## config.mk

```make
export PLATFORM = sky130hd
export DESIGN_NAME = mem_port_arbiter
export DESIGN_NICKNAME = d
export VERILOG_FILES = /design/src/rtl/mem_arb_pkg.sv /design/src/rtl/mem_arb_starve_ctr.sv /design/src/rtl/mem_port_arbiter.sv
export SDC_FILE = /design/constraint.sdc
export NUM_CORES = 1
export LEC_CHECK = 0
export CAP_MARGIN = 5
export CELL_PAD_IN_SITES_DETAIL_PLACEMENT = 0
export CELL_PAD_IN_SITES_GLOBAL_PLACEMENT = 1
export CORE_MARGIN = 2
export CORE_UTILIZATION = 34
export DETAILED_ROUTE_END_ITERATION = 16
export PLACE_DENSITY_LB_ADDON = 0.1
export SKIP_CTS_REPAIR_TIMING = 1
export SLEW_MARGIN = 5
export SYNTH_ARGS = -nofsm -noshare
export SYNTH_HDL_FRONTEND = slang
export SYNTH_SLANG_ARGS = --single-unit
```

## constraint.sdc

```tcl
create_clock -name clk_i -period 6.7 [get_ports clk_i]
set_input_delay 2.01 -clock clk_i [delete_from_list [all_inputs] [get_ports clk_i]]
set_output_delay 2.01 -clock clk_i [all_outputs]
set_load 0.05 [all_outputs]
```

## src/rtl/mem_arb_pkg.sv

```systemverilog
// Shared definitions for the data-RAM port arbiter: FSM encoding and the
// load opcode constants also used by load_buffer.
package mem_arb_pkg;

    typedef enum logic [1:0] {
        IDLE    = 2'd0,
        RD_WAIT = 2'd1,
        WR      = 2'd2
    } arb_state_e;

    localparam logic [6:0] OP_LB  = 7'd11;
    localparam logic [6:0] OP_LH  = 7'd12;
    localparam logic [6:0] OP_LW  = 7'd13;
    localparam logic [6:0] OP_LBU = 7'd14;
    localparam logic [6:0] OP_LHU = 7'd15;

    localparam int STARVE_CNT_W = 4;
    localparam int LAT_CNT_W    = 3;

endpackage

```

## src/rtl/mem_arb_starve_ctr.sv

```systemverilog
// Saturating count of cycles a pending store was refused; force_o lets the
// store beat a competing load once the limit is reached.
module mem_arb_starve_ctr
    import mem_arb_pkg::*;
#(
    parameter int STARVE_LIMIT = 4
) (
    input  logic clk_i,
    input  logic reset_i,
    input  logic st_req_i,
    input  logic st_gnt_i,
    output logic force_o
);

    logic [STARVE_CNT_W-1:0] cnt_q, cnt_d;

    always_comb begin
        cnt_d = cnt_q;
        if (st_gnt_i) begin
            cnt_d = '0;
        end else if (st_req_i && (cnt_q != '1)) begin
            cnt_d = cnt_q + 1'b1;
        end
    end

    always_ff @(posedge clk_i or posedge reset_i) begin
        if (reset_i) begin
            cnt_q <= '0;
        end else begin
            cnt_q <= cnt_d;
        end
    end

    assign force_o = (cnt_q >= STARVE_CNT_W'(STARVE_LIMIT));

endmodule

```

## src/rtl/mem_port_arbiter.sv

```systemverilog
// Single-port data RAM arbiter: loads first, stores forced through on
// starvation or a full store buffer; squashes mispredicted speculative loads.
// Optional perf counters are built when MEM_PORT_ARB_PERF_EN is defined.
module mem_port_arbiter
    import mem_arb_pkg::*;
#(
    parameter int ADDR_WIDTH   = 15,
    parameter int DATA_WIDTH   = 32,
    parameter int RES_ID_WIDTH = 32,
    parameter int RD_LATENCY   = 1,
    parameter int STARVE_LIMIT = 4
) (
    input  logic                      clk_i,
    input  logic                      reset_i,
    input  logic                      ld_req_i,
    input  logic [ADDR_WIDTH-1:0]     ld_addr_i,
    input  logic [RES_ID_WIDTH-1:0]   ld_res_id_i,
    input  logic                      ld_speculative_i,
    output logic                      ld_gnt_o,
    input  logic                      st_req_i,
    input  logic                      st_full_i,
    input  logic [ADDR_WIDTH-1:0]     st_addr_i,
    input  logic [DATA_WIDTH-1:0]     st_data_i,
    input  logic [DATA_WIDTH/8-1:0]   st_be_i,
    output logic                      st_gnt_o,
    input  logic                      prediction_success_i,
    input  logic                      prediction_failed_i,
    output logic                      ram_en_o,
    output logic                      ram_we_o,
    output logic [ADDR_WIDTH-1:0]     ram_addr_o,
    output logic [DATA_WIDTH-1:0]     ram_wdata_o,
    output logic [DATA_WIDTH/8-1:0]   ram_be_o,
    input  logic [DATA_WIDTH-1:0]     ram_rdata_i,
    output logic                      ld_rdata_valid_o,
    output logic [DATA_WIDTH-1:0]     ld_rdata_o,
    output logic [RES_ID_WIDTH-1:0]   ld_rdata_res_id_o,
    output logic                      busy_o
`ifdef MEM_PORT_ARB_PERF_EN
    ,
    output logic [31:0]               perf_ld_cnt_o,
    output logic [31:0]               perf_st_cnt_o,
    output logic [31:0]               perf_kill_cnt_o,
    output logic [31:0]               perf_starve_cnt_o
`endif
);

    arb_state_e                state_q;
    logic [LAT_CNT_W-1:0]      lat_cnt_q;
    logic [RES_ID_WIDTH-1:0]   res_id_q;
    logic                      spec_q;
    logic                      killed_q;
    logic                      ram_en_q, ram_we_q;
    logic [ADDR_WIDTH-1:0]     ram_addr_q;
    logic [DATA_WIDTH-1:0]     ram_wdata_q;
    logic [DATA_WIDTH/8-1:0]   ram_be_q;
    logic                      ld_rdata_valid_q;
    logic [DATA_WIDTH-1:0]     ld_rdata_q;
    logic [RES_ID_WIDTH-1:0]   ld_rdata_res_id_q;

    logic starve_force, st_win, ld_win, idle, ld_done, kill_now;

    mem_arb_starve_ctr #(
        .STARVE_LIMIT (STARVE_LIMIT)
    ) u_starve_ctr (
        .clk_i    (clk_i),
        .reset_i  (reset_i),
        .st_req_i (st_req_i),
        .st_gnt_i (st_gnt_o),
        .force_o  (starve_force)
    );

    // Grants are gated by reset so every output reads 0 while reset is held.
    assign idle     = (state_q == IDLE) && !reset_i;
    assign st_win   = st_req_i && (st_full_i || starve_force || !ld_req_i);
    assign ld_win   = ld_req_i && !st_win;
    assign st_gnt_o = idle && st_win;
    assign ld_gnt_o = idle && ld_win;
    assign busy_o   = (state_q != IDLE);
    assign ld_done  = (state_q == RD_WAIT) && (lat_cnt_q == '0);
    assign kill_now = killed_q || (prediction_failed_i && spec_q);

    always_ff @(posedge clk_i or posedge reset_i) begin
        if (reset_i) begin
            state_q           <= IDLE;
            lat_cnt_q         <= '0;
            res_id_q          <= '0;
            spec_q            <= 1'b0;
            killed_q          <= 1'b0;
            ram_en_q          <= 1'b0;
            ram_we_q          <= 1'b0;
            ram_addr_q        <= '0;
            ram_wdata_q       <= '0;
            ram_be_q          <= '0;
            ld_rdata_valid_q  <= 1'b0;
            ld_rdata_q        <= '0;
            ld_rdata_res_id_q <= '0;
        end else begin
            ram_en_q         <= 1'b0;
            ld_rdata_valid_q <= 1'b0;
            case (state_q)
                IDLE: begin
                    killed_q <= 1'b0;
                    if (prediction_success_i || prediction_failed_i) begin
                        spec_q <= 1'b0;
                    end
                    if (st_win) begin
                        state_q     <= WR;
                        ram_en_q    <= 1'b1;
                        ram_we_q    <= 1'b1;
                        ram_addr_q  <= st_addr_i;
                        ram_wdata_q <= st_data_i;
                        ram_be_q    <= st_be_i;
                    end else if (ld_win) begin
                        state_q    <= RD_WAIT;
                        ram_en_q   <= 1'b1;
                        ram_we_q   <= 1'b0;
                        ram_addr_q <= ld_addr_i;
                        res_id_q   <= ld_res_id_i;
                        lat_cnt_q  <= LAT_CNT_W'(RD_LATENCY);
                        // A branch resolving in the grant cycle covers this load.
                        spec_q     <= ld_speculative_i && !prediction_success_i
                                      && !prediction_failed_i;
                        killed_q   <= ld_speculative_i && prediction_failed_i;
                    end
                end
                RD_WAIT: begin
                    if (prediction_failed_i && spec_q) begin
                        killed_q <= 1'b1;
                    end
                    if (prediction_success_i || prediction_failed_i) begin
                        spec_q <= 1'b0;
                    end
                    if (ld_done) begin
                        state_q           <= IDLE;
                        spec_q            <= 1'b0;
                        ld_rdata_q        <= ram_rdata_i;
                        ld_rdata_res_id_q <= res_id_q;
                        ld_rdata_valid_q  <= !kill_now;
                    end else begin
                        lat_cnt_q <= lat_cnt_q - 1'b1;
                    end
                end
                WR:      state_q <= IDLE;
                default: state_q <= IDLE;
            endcase
        end
    end

    assign ram_en_o          = ram_en_q;
    assign ram_we_o          = ram_we_q;
    assign ram_addr_o        = ram_addr_q;
    assign ram_wdata_o       = ram_wdata_q;
    assign ram_be_o          = ram_be_q;
    assign ld_rdata_valid_o  = ld_rdata_valid_q;
    assign ld_rdata_o        = ld_rdata_q;
    assign ld_rdata_res_id_o = ld_rdata_res_id_q;

`ifdef MEM_PORT_ARB_PERF_EN
    logic [31:0] perf_ld_q, perf_st_q, perf_kill_q, perf_starve_q;

    always_ff @(posedge clk_i or posedge reset_i) begin
        if (reset_i) begin
            perf_ld_q     <= '0;
            perf_st_q     <= '0;
            perf_kill_q   <= '0;
            perf_starve_q <= '0;
        end else begin
            if (ld_gnt_o)                     perf_ld_q     <= perf_ld_q + 1'b1;
            if (st_gnt_o)                     perf_st_q     <= perf_st_q + 1'b1;
            if (ld_done && kill_now)          perf_kill_q   <= perf_kill_q + 1'b1;
            if (st_gnt_o && starve_force)     perf_starve_q <= perf_starve_q + 1'b1;
        end
    end

    assign perf_ld_cnt_o     = perf_ld_q;
    assign perf_st_cnt_o     = perf_st_q;
    assign perf_kill_cnt_o   = perf_kill_q;
    assign perf_starve_cnt_o = perf_starve_q;
`endif

endmodule

```

# == Yosys cells after proc, flatten, opt, wreduce, memory -nomap -nowiden ==
# Cells that the tools add are included.
# word_totals
out_inout_bits,121
ff_bits,161
inputBits,138
# classes
magnitude_cmp,1
muxes,28
add_sub_neg,2
bitwise_logic,1
reduce_logical,34
n_eq_ne,8
# op_table
operator,count
$mux W15,2
$mux W1,14
$logic_and A1 B1 Y1,11
$reduce_and A2 Y1,5
$mux W3,3
$mux W4,2
$ne A2 B2 Y1 const B,4
$reduce_bool A2 Y1,4
$logic_not A1 Y1,6
$mux W2,3
$pmux W3 S2,1
$add A4 B1 Y4 const B,1
$ge A4 B3 Y1 const B,1
$logic_or A1 B1 Y1,4
$ne A4 B4 Y1 const B,1
$pmux W1 S2,2
$pmux W2 S2,1
$reduce_and A4 Y1,1
$logic_not A3 Y1,1
$ne A3 B3 Y1 const B,1
$reduce_and A3 Y1,1
$sub A3 B1 Y3 const B,1
$eq A2 B1 Y1 const B,1
$logic_not A2 Y1,1
2 further kinds,2

# == Longest topological paths before layout ==
# logic_depth
ltp_word,9
depth_mapped,8
mapped_depth_nobuf,6

# == By module ==
# Synthesis repeated with hierarchy kept, for this count alone.
# unflattened
hier_cells,443
area_unflattened_um2,6525.0
# by_module_without_submodules
module,n_inst,area_per_inst_um2,cells_per_inst,seq_area_each_um2
mem_port_arbiter,1,6288.5,421,3928.8
mem_arb_starve_ctr,1,236.5,22,100.1

# == Worst setup path after synthesis ==
# No wires, ideal clock.
# synth_timing
path_type,in2out
start,input port st_req_i
end,output port st_gnt_o
path_stages,3
arrival_time_ns,3.671
required_time_ns,4.690
path_buffers,1
setup_slack_ns,1.019
path_cell_list,clkbuf_1 nand2_1 nor3_1
# synth_between
elab_chain_cells,2
# synth_lines
element,line,rtl
"start, declared",mem_port_arbiter.sv:20,"input logic st_req_i,"
$logic_and A1 B1 Y1,mem_port_arbiter.sv:74,assign st_win = st_req_i && (st_full_i || starve_force || !ld_req_i);
$logic_and A1 B1 Y1,mem_port_arbiter.sv:76,assign st_gnt_o = idle && st_win;
"end, declared",mem_port_arbiter.sv:25,"output logic st_gnt_o,"
# Every way passes these cells.

# == Final worst setup path ==
# Ends and elaborated chain as after synthesis.

==> impl_metrics.tcl <==
set metrics [dict create \
    ant_nets 0 \
    drc 0 \
    instances_no_fill 945 \
    grt_max_degree 95 \
    p_total_mw 5.74 \
    finalClockSkew_ps 8.22 \
    fill_cells 1595 \
    maxCapViolations 0 \
    status "finished, final reports clean" \
    path_max_fanout 9 \
    ys_warn_count 0 \
    drive_gt1_share_pct 24.3 \
    worstHoldStart "killed_q$_DFFE_PP0P_" \
    place_ws_ps 570 \
    start_util_pct 34.4 \
    syn_inst 440 \
    grt_pass1_wl_um 24900 \
    seq_area_um2 4030 \
    vias_per_cell 4.67 \
    synth_area_um2 6370 \
    place_area_um2 9140 \
    layout_common_cells "clkdlybuf4s50_1 (258), dfrtp_1 (161), mux2_2 (115), nand2_1 (36), nor2_1 (19)" \
    clk_latency_ps 420 \
    post-route-period-util_pct 91.7 \
    synth.avg_cell_area_um2 14.5 \
    fmax_ghz 0.163 \
    slew_violations 0 \
    syn_to_final_growth_pct 52.8 \
    cp-start-kind "input pin" \
    finalSetupTns_ps 0 \
    grt_use_total_pct 16.1 \
    required_ps 4690 \
    numCtsBuffers 17 \
    grt_pass1_vias 4665 \
    synth_cell_types 28 \
    numClockSinks 161 \
    final-hold-violation-count 0 \
    hold_path.class "reg2reg" \
    worst_slack_ps 554 \
    drt_first_pass_iters 4 \
    clk_pin_slew_ps 60 \
    dp_hpwl_um 10800 \
    rsz0062_at_grt "false" \
    yosysTopAreaCellShare_pct 63.3 \
    clk_path_buf_depth 2 \
    dieWidth_um 141 \
    rows 50 \
    syn-num-nets 581 \
    gp_congestion 0.781 \
    power_density_nw_per_um2 590 \
    final_nets 839 \
    critPathArrivalTime_ps 4140 \
    die-area_um2 19800 \
    yosysTopAreaCell "dfrtp_1" \
    ys_top_cells_by_area "dfrtp_1 (63%), mux2_2 (20%), mux2_4 (4.2%)" \
    leakage_nw 4.15 \
    gr-total-overflow 0 \
    antenna_found_initial 0 \
    ys_seq_elements 161 \
    first_iter_violations 150 \
    cts_tree "done" \
    fin_crit_ps 6150 \
    design_area_um2 9730 \
    crit_path_end_kind "output port" \
    tightestPinTransition_ps 1160 \
    antenna_cells 0 \
    ir_worst_vdd_mv 0.338 \
    final_common_cell "clkdlybuf4s50_1" \
    multiInputGateArea_um2 2160 \
    max_slew_margin_pct 22.7 \
    ioPinCount 259 \
    worstSetupStartpoint "st_req_i" \
    die_h_um 141 \
    regToRegSetupSlack_ps 4150 \
    finalSetupViolCount 0 \
    timing.rr.start "lat_cnt_q[0]$_DFFE_PP0P_" \
    clock-root-buffer "clkbuf_16" \
    drt_wl_total_um 15400 \
    crit_type "in2out" \
    drt-wirelength-per-cell_um 16.3 \
    io_buffers 258 \
    vias 4410 \
    coreArea_um2 18500 \
    ys_seq_area_share_pct 63.3 \
    dp.cells 913 \
    htreeDepth 4 \
]
## Yosys cell counts
cell type / count
nor3_1: 7
mux2_4: 18
ha_1: 3
mux2_2: 115
clkbuf_1: 9
and2_1: 2
buf_4: 1
dfrtp_1: 161
or4b_1: 1
nand2_1: 36
and4_1: 1
o22ai_1: 2
buf_2: 9
a211oi_1: 3
nor4_1: 1
inv_1: 10
buf_6: 1
nor2_1: 20
a21oi_1: 7
xor2_1: 1
o31ai_1: 1
a31oi_1: 17
o21ai_0: 2
nand3_1: 6
buf_12: 3
nand4_1: 1
o22a_1: 1
nand2_4: 1
## final timing paths
| check | to | cells past startpoint |
|---|---|---|
| worst max register to register | ld_rdata_o[31]$_DFFE_PP0P_ | 5 |
| worst max-delay path | st_gnt_o | 4 |
| worst min-delay path | ld_rdata_valid_o$_DFF_PP0_ | 1 |
| min in group asynchronous | ram_addr_o[7]$_DFFE_PP0P_ | 2 |
| worst min register to register | ld_rdata_valid_o$_DFF_PP0_ | 1 |
| max in group asynchronous | res_id_q[15]$_DFFE_PP0P_ | 3 |
## worst max-delay path: stages
cell             delay, ps
clkdlybuf4s50_1        610
nand2_1                110
nor3_1                 480
clkdlybuf4s50_1        920
## per-layer routing
metal | vias to the layer above | share of wire [%] | track usage, %
met5 | - | 0 | 0
met4 | 0 | 2.3 | 6.26
met3 | 23 | 9.1 | 6.66
met2 | 171 | 46 | 25.7
met1 | 2163 | 42 | 19.5
li1 | 2053 | - | -
## per-stage QoR
stage,util (%),hold slack [ps]
finish,52.6,449
global route,52.6,489
CTS,52.6,455
detailed placement,49.3,445
global placement,49.3,441
floorplan,-,411
## where the power goes
group	total [mW]	switching, mW	internal (mW)
Sequential	1.71	0.247	1.46
Clock	0.975	0.415	0.560
Combinational	3.06	1.87	1.19
## cells by family after synthesis
| logic type | count (synthesis) | synth area share [%] |
|---|---|---|
| buffers and inverters | 33 | 3.06 |
| flip-flops | 161 | 63.3 |
| XOR/XNOR | 1 | 0.138 |
| AND/OR/NAND/NOR | 76 | 5.19 |
| adder cells (fa/ha/maj) | 3 | 0.589 |
| AO/OA/AOI/OAI | 33 | 3.18 |
| multiplexers | 133 | 24.6 |
## state kept, by name, summed over array words and instances, names as in the netlist, 2 cells and up
signal	cells
ram_wdata_o	32
res_id_q	32
state_q	2
ld_rdata_o	32
u_starve_ctr.cnt_q	4
ram_addr_o	15
lat_cnt_q	3
ram_be_o	4
ld_rdata_res_id_o	32
## layout make-up
cell class | count | share of cell area [%]
Clock buffer | 17 | 4.37
Tap cell | 234 | 3.01
Timing Repair Buffer | 262 | 26.8
Clock inverter | 15 | 1.76
Sequential cell | 161 | 41.4
Multi-Input combinational cell | 246 | 22.2
Inverter | 10 | 0.437
Note: power is estimated with default switching activity, not from simulation.
